==> src/rtl/uart_rx_core.sv <==
// uart_rx_core: 8N1 UART receiver with a 2-flop synchronizer plus an edge-detect
// flop, a 4-state bit-timing FSM and registered one-cycle result pulses.
//
// Handshake: over_rx and frame_err are single-cycle, mutually exclusive
// pulses with no back-pressure. data_rx is valid in the cycle over_rx is high,
// and it holds that value until the next correctly framed byte arrives.
module uart_rx_core #(
    parameter int CLK_FREQ = 50000000,
    parameter int BAUD     = 9600
) (
    input  logic       clk,
    input  logic       rst,
    input  logic       rx232,
    output logic [7:0] data_rx,
    output logic       over_rx,
    output logic       frame_err,
    output logic       rx_busy,
    output logic [1:0] state_dbg
);

    localparam int BIT_CNT  = CLK_FREQ / BAUD;
    localparam int HALF_CNT = BIT_CNT / 2;
    localparam int CNT_W    = (BIT_CNT > 1) ? $clog2(BIT_CNT) : 1;

    localparam logic [CNT_W-1:0] CNT_BIT_LAST  = CNT_W'(BIT_CNT - 1);
    localparam logic [CNT_W-1:0] CNT_HALF_LAST = CNT_W'(HALF_CNT - 1);

    localparam logic [1:0] IDLE  = 2'd0;
    localparam logic [1:0] START = 2'd1;
    localparam logic [1:0] DATA  = 2'd2;
    localparam logic [1:0] STOP  = 2'd3;

    // sync_q[0], sync_q[1]: metastability chain; sync_q[2]: previous value for edge detect
    logic [2:0]       sync_q, sync_d;
    logic [1:0]       state_q, state_d;
    logic [CNT_W-1:0] cnt_q, cnt_d;
    logic [2:0]       bit_idx_q, bit_idx_d;
    logic [7:0]       shift_q, shift_d;
    logic [7:0]       data_q, data_d;
    logic             over_q, over_d;
    logic             ferr_q, ferr_d;

    logic rx_s;
    logic rx_fall;

    assign rx_s    = sync_q[1];
    assign rx_fall = sync_q[2] & ~sync_q[1];

    // Shift the raw line into the synchronizer / edge-detect chain
    always_comb begin
        sync_d = {sync_q[1:0], rx232};
    end

    // Bit-timing FSM: start qualification at half a bit, then mid-bit sampling
    always_comb begin
        state_d   = state_q;
        cnt_d     = cnt_q;
        bit_idx_d = bit_idx_q;
        shift_d   = shift_q;
        data_d    = data_q;
        over_d    = 1'b0;
        ferr_d    = 1'b0;

        case (state_q)
            IDLE: begin
                // Edges are only looked at here; elsewhere only mid-bit samples count
                if (rx_fall) begin
                    state_d = START;
                    cnt_d   = '0;
                end
            end

            START: begin
                if (cnt_q == CNT_HALF_LAST) begin
                    cnt_d = '0;
                    if (!rx_s) begin
                        state_d   = DATA;
                        bit_idx_d = 3'd0;
                    end else begin
                        // Line back high at mid start bit: glitch, drop it silently
                        state_d = IDLE;
                    end
                end else begin
                    cnt_d = cnt_q + 1'b1;
                end
            end

            DATA: begin
                if (cnt_q == CNT_BIT_LAST) begin
                    cnt_d            = '0;
                    shift_d[bit_idx_q] = rx_s;
                    if (bit_idx_q == 3'd7) begin
                        state_d = STOP;
                    end else begin
                        bit_idx_d = bit_idx_q + 3'd1;
                    end
                end else begin
                    cnt_d = cnt_q + 1'b1;
                end
            end

            STOP: begin
                if (cnt_q == CNT_BIT_LAST) begin
                    cnt_d   = '0;
                    state_d = IDLE;
                    if (rx_s) begin
                        data_d = shift_q;
                        over_d = 1'b1;
                    end else begin
                        ferr_d = 1'b1;
                    end
                end else begin
                    cnt_d = cnt_q + 1'b1;
                end
            end

            default: begin
                state_d = IDLE;
                cnt_d   = '0;
            end
        endcase
    end

    // State and datapath registers; synchronizer idles high so reset never fakes an edge
    always_ff @(posedge clk) begin
        if (rst) begin
            sync_q    <= 3'b111;
            state_q   <= IDLE;
            cnt_q     <= '0;
            bit_idx_q <= 3'd0;
            shift_q   <= 8'h00;
            data_q    <= 8'h00;
            over_q    <= 1'b0;
            ferr_q    <= 1'b0;
        end else begin
            sync_q    <= sync_d;
            state_q   <= state_d;
            cnt_q     <= cnt_d;
            bit_idx_q <= bit_idx_d;
            shift_q   <= shift_d;
            data_q    <= data_d;
            over_q    <= over_d;
            ferr_q    <= ferr_d;
        end
    end

    // Busy tracks the FSM directly so it drops in the cycle IDLE is entered
    assign rx_busy   = (state_q != IDLE);
    assign data_rx   = data_q;
    assign over_rx   = over_q;
    assign frame_err = ferr_q;
    assign state_dbg = state_q;

endmodule

==> config.mk <==
export PLATFORM = sky130hd
export DESIGN_NAME = uart_rx_core
export DESIGN_NICKNAME = d
export VERILOG_FILES = /design/src/rtl/uart_rx_core.sv
export SDC_FILE = /design/constraint.sdc
export NUM_CORES = 1
export LEC_CHECK = 0
export CAP_MARGIN = 20
export CORE_MARGIN = 2
export CORE_UTILIZATION = 55
export CTS_BUF_LIST = sky130_fd_sc_hd__clkbuf_8
export CTS_CLUSTER_SIZE = 14
export DETAILED_ROUTE_END_ITERATION = 10
export GPL_ROUTABILITY_DRIVEN = 1
export PLACE_DENSITY = 0.79
export SLEW_MARGIN = 40
export SYNTH_ARGS = -nofsm -noshare
export SYNTH_HDL_FRONTEND = slang
export SYNTH_SLANG_ARGS = --single-unit
==> constraint.sdc <==
create_clock -name clk -period 2.9 [get_ports clk]
set_clock_uncertainty 0.15 [all_clocks]
set_input_delay 0.58 -clock clk [delete_from_list [all_inputs] [get_ports clk]]
set_output_delay 0.58 -clock clk [all_outputs]
set_load 0.01 [all_outputs]
# ---- Yosys cells after proc, flatten, opt, wreduce, memory -nomap -nowiden
# Cells that the tools add are included.
dict set report word_totals {
  ff_bits 39
  in_bits 3
  out_inout_bits 13
  elab_cells 60
}
dict set report classes {
  n_addsub 2
  magnitude_cmp 2
  eq_ne 13
  muxes 21
  bitwise 4
  n_reduce_logical 10
}
# op n
set op_table {}
lappend op_table {{13-bit 2-to-1 mux} 3}
lappend op_table {{13-bit one-hot mux with 3 select lines} 1}
lappend op_table {{2-bit != test (second input constant)} 7}
lappend op_table {{13-bit by 1-bit adder with 13-bit output (second input constant)} 1}
lappend op_table {{13-bit by 12-bit equality test with 1-bit output (second input constant)} 1}
lappend op_table {{13-bit equality test (second input constant)} 1}
lappend op_table {{2-bit 2-to-1 mux} 6}
lappend op_table {{3-bit 2-to-1 mux} 4}
lappend op_table {{5-bit AND reduction} 2}
lappend op_table {{8-bit bitwise mux} 1}
lappend op_table {{2-bit one-hot mux with 4 select lines} 1}
lappend op_table {{3-bit one-hot mux with 2 select lines} 1}
lappend op_table {{2-bit equality test (second input constant)} 2}
lappend op_table {{3-bit by 4-bit < comparator with 1-bit output (second input constant)} 1}
lappend op_table {{2-bit nonzero test} 2}
lappend op_table {{3-bit by 1-bit adder with 3-bit output (second input constant)} 1}
lappend op_table {{1-bit demux with 3-bit select} 1}
lappend op_table {{3-bit equality test (second input constant)} 1}
lappend op_table {{3-bit by 1-bit greater-or-equal comparator with 1-bit output (second input constant)} 1}
lappend op_table {{1-bit 2-to-1 mux} 3}
lappend op_table {{1-bit inverter} 3}
lappend op_table {{3-bit AND reduction} 1}
lappend op_table {{3-bit OR reduction} 1}
lappend op_table {{2-bit by 1-bit equality test with 1-bit output (second input constant)} 1}
lappend op_table {{5 further kinds} 5}

# ---- Depth between registers and ports, before layout
dict set report logic_depth {
  word_depth 5
  ltp_mapped 7
  ltp_nobuf 6
}

# ---- Worst setup path before layout
# No wires, ideal clock.
dict set report synth_timing {
  kind {register to register}
  startpoint {register cnt_q[0]}
  endpoint {register state_q[0] (netlist: state_dbg[0])}
  setup_time_ns 0.071
  t_arrival_ns 2.348
  required_time_ns 2.679
  path_slack_ns 0.332
  path_stages_with_launch 7
  n_path_buf 0
  period_less_slack_ns 2.568
  path_cell_list {dfxtp_1 > ha_1 > or3b_1 > or4_1 > a22o_4 > or4_1 > a21oi_1}
}
dict set report synth_via {
  elab_chain_len 3
  elab_cells_between_ends 6
  cone_classes {5 x eq/ne; 1 x reduce/logical}
}
# item line_no
set synth_rtl {}
lappend synth_rtl {{from (decl)} 36} ;# logic [CNT_W-1:0] cnt_q, cnt_d;
lappend synth_rtl {{from (signal assigned)} 138} ;# cnt_q <= cnt_d;
lappend synth_rtl {{13-bit equality test or 13-bit by 12-bit equality test with 1-bit output (tied branches)} {89, 103, 74}}
lappend synth_rtl {{2-bit != test (no source line)} n/a}
lappend synth_rtl {{5-bit AND reduction (no source line) (*)} n/a}
lappend synth_rtl {{to (signal assigned)} 137} ;# state_q <= state_d;
lappend synth_rtl {{to (decl)} 35} ;# logic [1:0] state_q, state_d;
# Mark *: on every way between the ends. The rest lies on a longest branch, timed or not.
# A chain may end at the register's enable or synchronous reset.

# ---- Worst setup path in the final report
# Ends and elaborated chain as after synthesis.

==> impl_results.md <==
- Part of the power in registers: 51.4%
- Drt pass-1 iters: 4
- WP data required: 2980 ps
- Vias: 1,608
- Placed inst area: 2070 µm²
- GR Util met1: 30.0%
- Gr ovfl total: 0
- Crit path cell chain: ha_1 -> or3b_1 -> or4_1 -> a22o_4 -> or4_1 -> a21oi_1
- Post-synth top area share: 42.0%
- Final Routed Wirelength: 3860 µm
- EDFF count, synth: 0
- Global routing's busiest layer: met2
- FF+latch count, synth: 39
- Setup bufs post-CTS: 0
- CP Data Arrival Time: 2790 ps
- Ys flop type: dfxtp_1
- # DRC: 0
- Crit path time final: 2720 ps
- Clock power share: 44.2%
- Gpl congestion: 0.806
- Net Sw Power: 0.222 mW
- R2r startpoint: cnt_q[0]
- Layout filler cell count: 258
- Syn Nets: 221
- TritonCTS Buffers: 5
- Post-CTS Resized: 0
- Slew Limit Fails: 0
- Area Growth Syn to Fin: 17.5%
- Crit-path max FO: 6
- Initial core utilization: 56.6%
- Crit end category: flip-flop
- Syn_area_per_cell: 8.64 µm²
- Final worst-path cycle share: 93.6%
- Sequential share of the synthesized area: 42.0%
- Largest area contributor in the synthesized netlist: dfxtp_1
- Max stage delay on crit path: 580 ps
- Combinational power share: 4.4%
- Fin cells: 279
- Post-synth ARST share: 0%
- Global-route wire length before repair: 6970 µm
- Antenna violations before repair: 0
- Switch share: 21.0%
- Clock slew at reported path FFs: 70 ps
- Commonest cells in the netlist: dfxtp_1, nor2_1, nand2_1
- Critical path buffers and inverters: 0
- Clock latency on the worst-skew pair: 300 ps
- Worst Hold Path Cells: 1
- Syn Inst Count: 215
- 1st-iter DRT viols: 78
- Die area: 3860 µm²
- Crit path max-delay family: simple AND/OR/NAND/NOR gates
- Final Net Count: 238
- R2R depth: 6
- Crit Reg-Reg Endpoint: state_dbg[0]
- Die Ht: 62.1 µm
- Worst slew pin tran: 436 ps
- Row cnt: 21
- Layout cells sized above 1: 11.2%
- Vias per cell: 5.76
- Synth top area cells: dfxtp_1, mux2i_1, nor2_1
- Max-cap violations: 0
- Peak supply drop: 0.000325 V
- Top-count cell post-synth: dfxtp_1
- Min-Delay Endpoint: sync_q[1]
- Leakage: 0.746 nW
- Slew headroom: 70.9%
- Synthesized area: 1860 µm²
- Clock Path Buffers: 2
- Final hold violations: 0
- Min-delay src: sync_q[0]
- Total GRT Usage: 22.4%
- Antenna Cells: 0
- Largest net degree at the start of global routing: 24
- Sink Count: 39
- Setup crit start: cnt_q[0]
- RSZ-0062 raised after global routing: false
- Multi-input gate area: 1010 µm²
- Post-DRT Antenna Nets: 0
- Type of the worst setup path: flip-flop to flip-flop
- Hold WC Path Type: flip-flop to flip-flop
- YS warnings: 0
- Yosys cell types: 37
- CTS Hold Bufs: 0
- Post-route cell area: 2180 µm²
- Clock root buffer master: clkbuf_8
- Status: completed
- Port bufs: 15
- Most common cell on crit path: or4_1
- FF+latch area: 781 µm²
- Avg WL per Cell: 13.8 µm
- Worst path slowest cell: or4_1
- H-tree levels: 2
- Met2 Track Usage GR: 34.0%
- Chip width: 62.1 µm
- TNS Setup: 0 ps
- CP startpoint kind: flip-flop
- Core footprint: 3280 µm²
- Placed Cells: 271
- Number of global-route vias before repair: 1,523
- Fmax: 0.368 GHz
- I/O pins: 16
- R2r setup slk: 180 ps
- Post-detail-place hpwl: 2540 µm
- Internal power: 0.836 mW
- GR met3 Demand/Resource: 6.70%
- Power Dens Cells: 485 nW/µm²
- Endpoints failing setup: 0
- CTS tree: done
==> power groups by stage <==
stage / clock network, mW / registers, mW / logic, mW
2_1_floorplan: 0 / 0.553 / 0.0300
3_3_place_gp: 0 / 0.557 / 0.0460
3_5_place_dp: 0 / 0.557 / 0.0458
4_1_cts: 0.473 / 0.544 / 0.0463
5_1_grt: 0.496 / 0.545 / 0.0516
6_report: 0.468 / 0.544 / 0.0464
==> per-stage QoR <==
| step | total power [mW] | util [%] | worst slack [ps] | hold WS [ps] |
|---|---|---|---|---|
| 2_1_floorplan | 0.583 | - | 332 | 239 |
| 3_3_place_gp | 0.603 | 62.9 | 293 | 242 |
| 3_5_place_dp | 0.602 | 62.9 | 244 | 249 |
| 4_1_cts | 1.06 | 66.5 | 174 | 270 |
| 5_1_grt | 1.09 | 66.5 | 67.8 | 279 |
| 6_report | 1.06 | 66.5 | 185 | 266 |
==> per-layer routing <==
metal | vias to the layer above | part of all wire (%)
met5 | - | 0
met4 | 0 | 1.5
met3 | 6 | 6.3
met2 | 48 | 45
met1 | 742 | 47
li1 | 812 | -
==> registers in the layout, indices dropped and copies added (netlist names), named ones only <==
register and count:
data_rx 8, over_rx 1, state_dbg 1, cnt_q 13, sync_q 3, frame_err 1, bit_idx_q 3, shift_q 8
==> cells by family (layout without fill, tap and decap cells) <==
kind of cell             after synthesis  in the layout  share of synthesized area, %
adder cells (fa/ha/maj)                3              3                          2.02
AO/OA/AOI/OAI                         27             27                          9.16
buffers and inverters                 16             34                          3.64
AND/OR/NAND/NOR                      114            114                          34.5
multiplexers                          16             16                          8.62
flip-flops                            39             39                          42.0
==> worst max-delay path by stage <==
stage | to | slack (ps) | cells past startpoint
floorplan | state_dbg[0] | 330 | 6
global placement | state_dbg[0] | 290 | 6
detailed placement | state_dbg[0] | 240 | 6
CTS | state_dbg[0] | 170 | 6
global route | state_dbg[0] | 70 | 6
finish | state_dbg[0] | 180 | 6
==> layout by cell type (no fill, tap or decap), types with 4 or more instances in the layout <==
| cell type | count |
|---|---|
| a21oi_1 | 7 |
| a31oi_1 | 10 |
| buf_4 | 7 |
| clkbuf_8 | 6 |
| clkdlybuf4s50_1 | 15 |
| dfxtp_1 | 39 |
| inv_1 | 4 |
| mux2i_1 | 16 |
| nand2_1 | 20 |
| nand3_1 | 14 |
| nand3b_1 | 6 |
| nand4_1 | 10 |
| nor2_1 | 21 |
| nor2b_1 | 5 |
| o21ai_0 | 5 |
| or2_2 | 5 |
| or3_1 | 8 |
==> layout make-up <==
class	instances	area share [%]
multi-input cells	160	46.2
flip-flops and latches	39	35.8
repair buffers	22	9.28
clock buffers	6	3.78
well taps	46	2.64
clock inverters	2	1.60
inverters	4	0.688
Power figures use the tool's default switching activity.
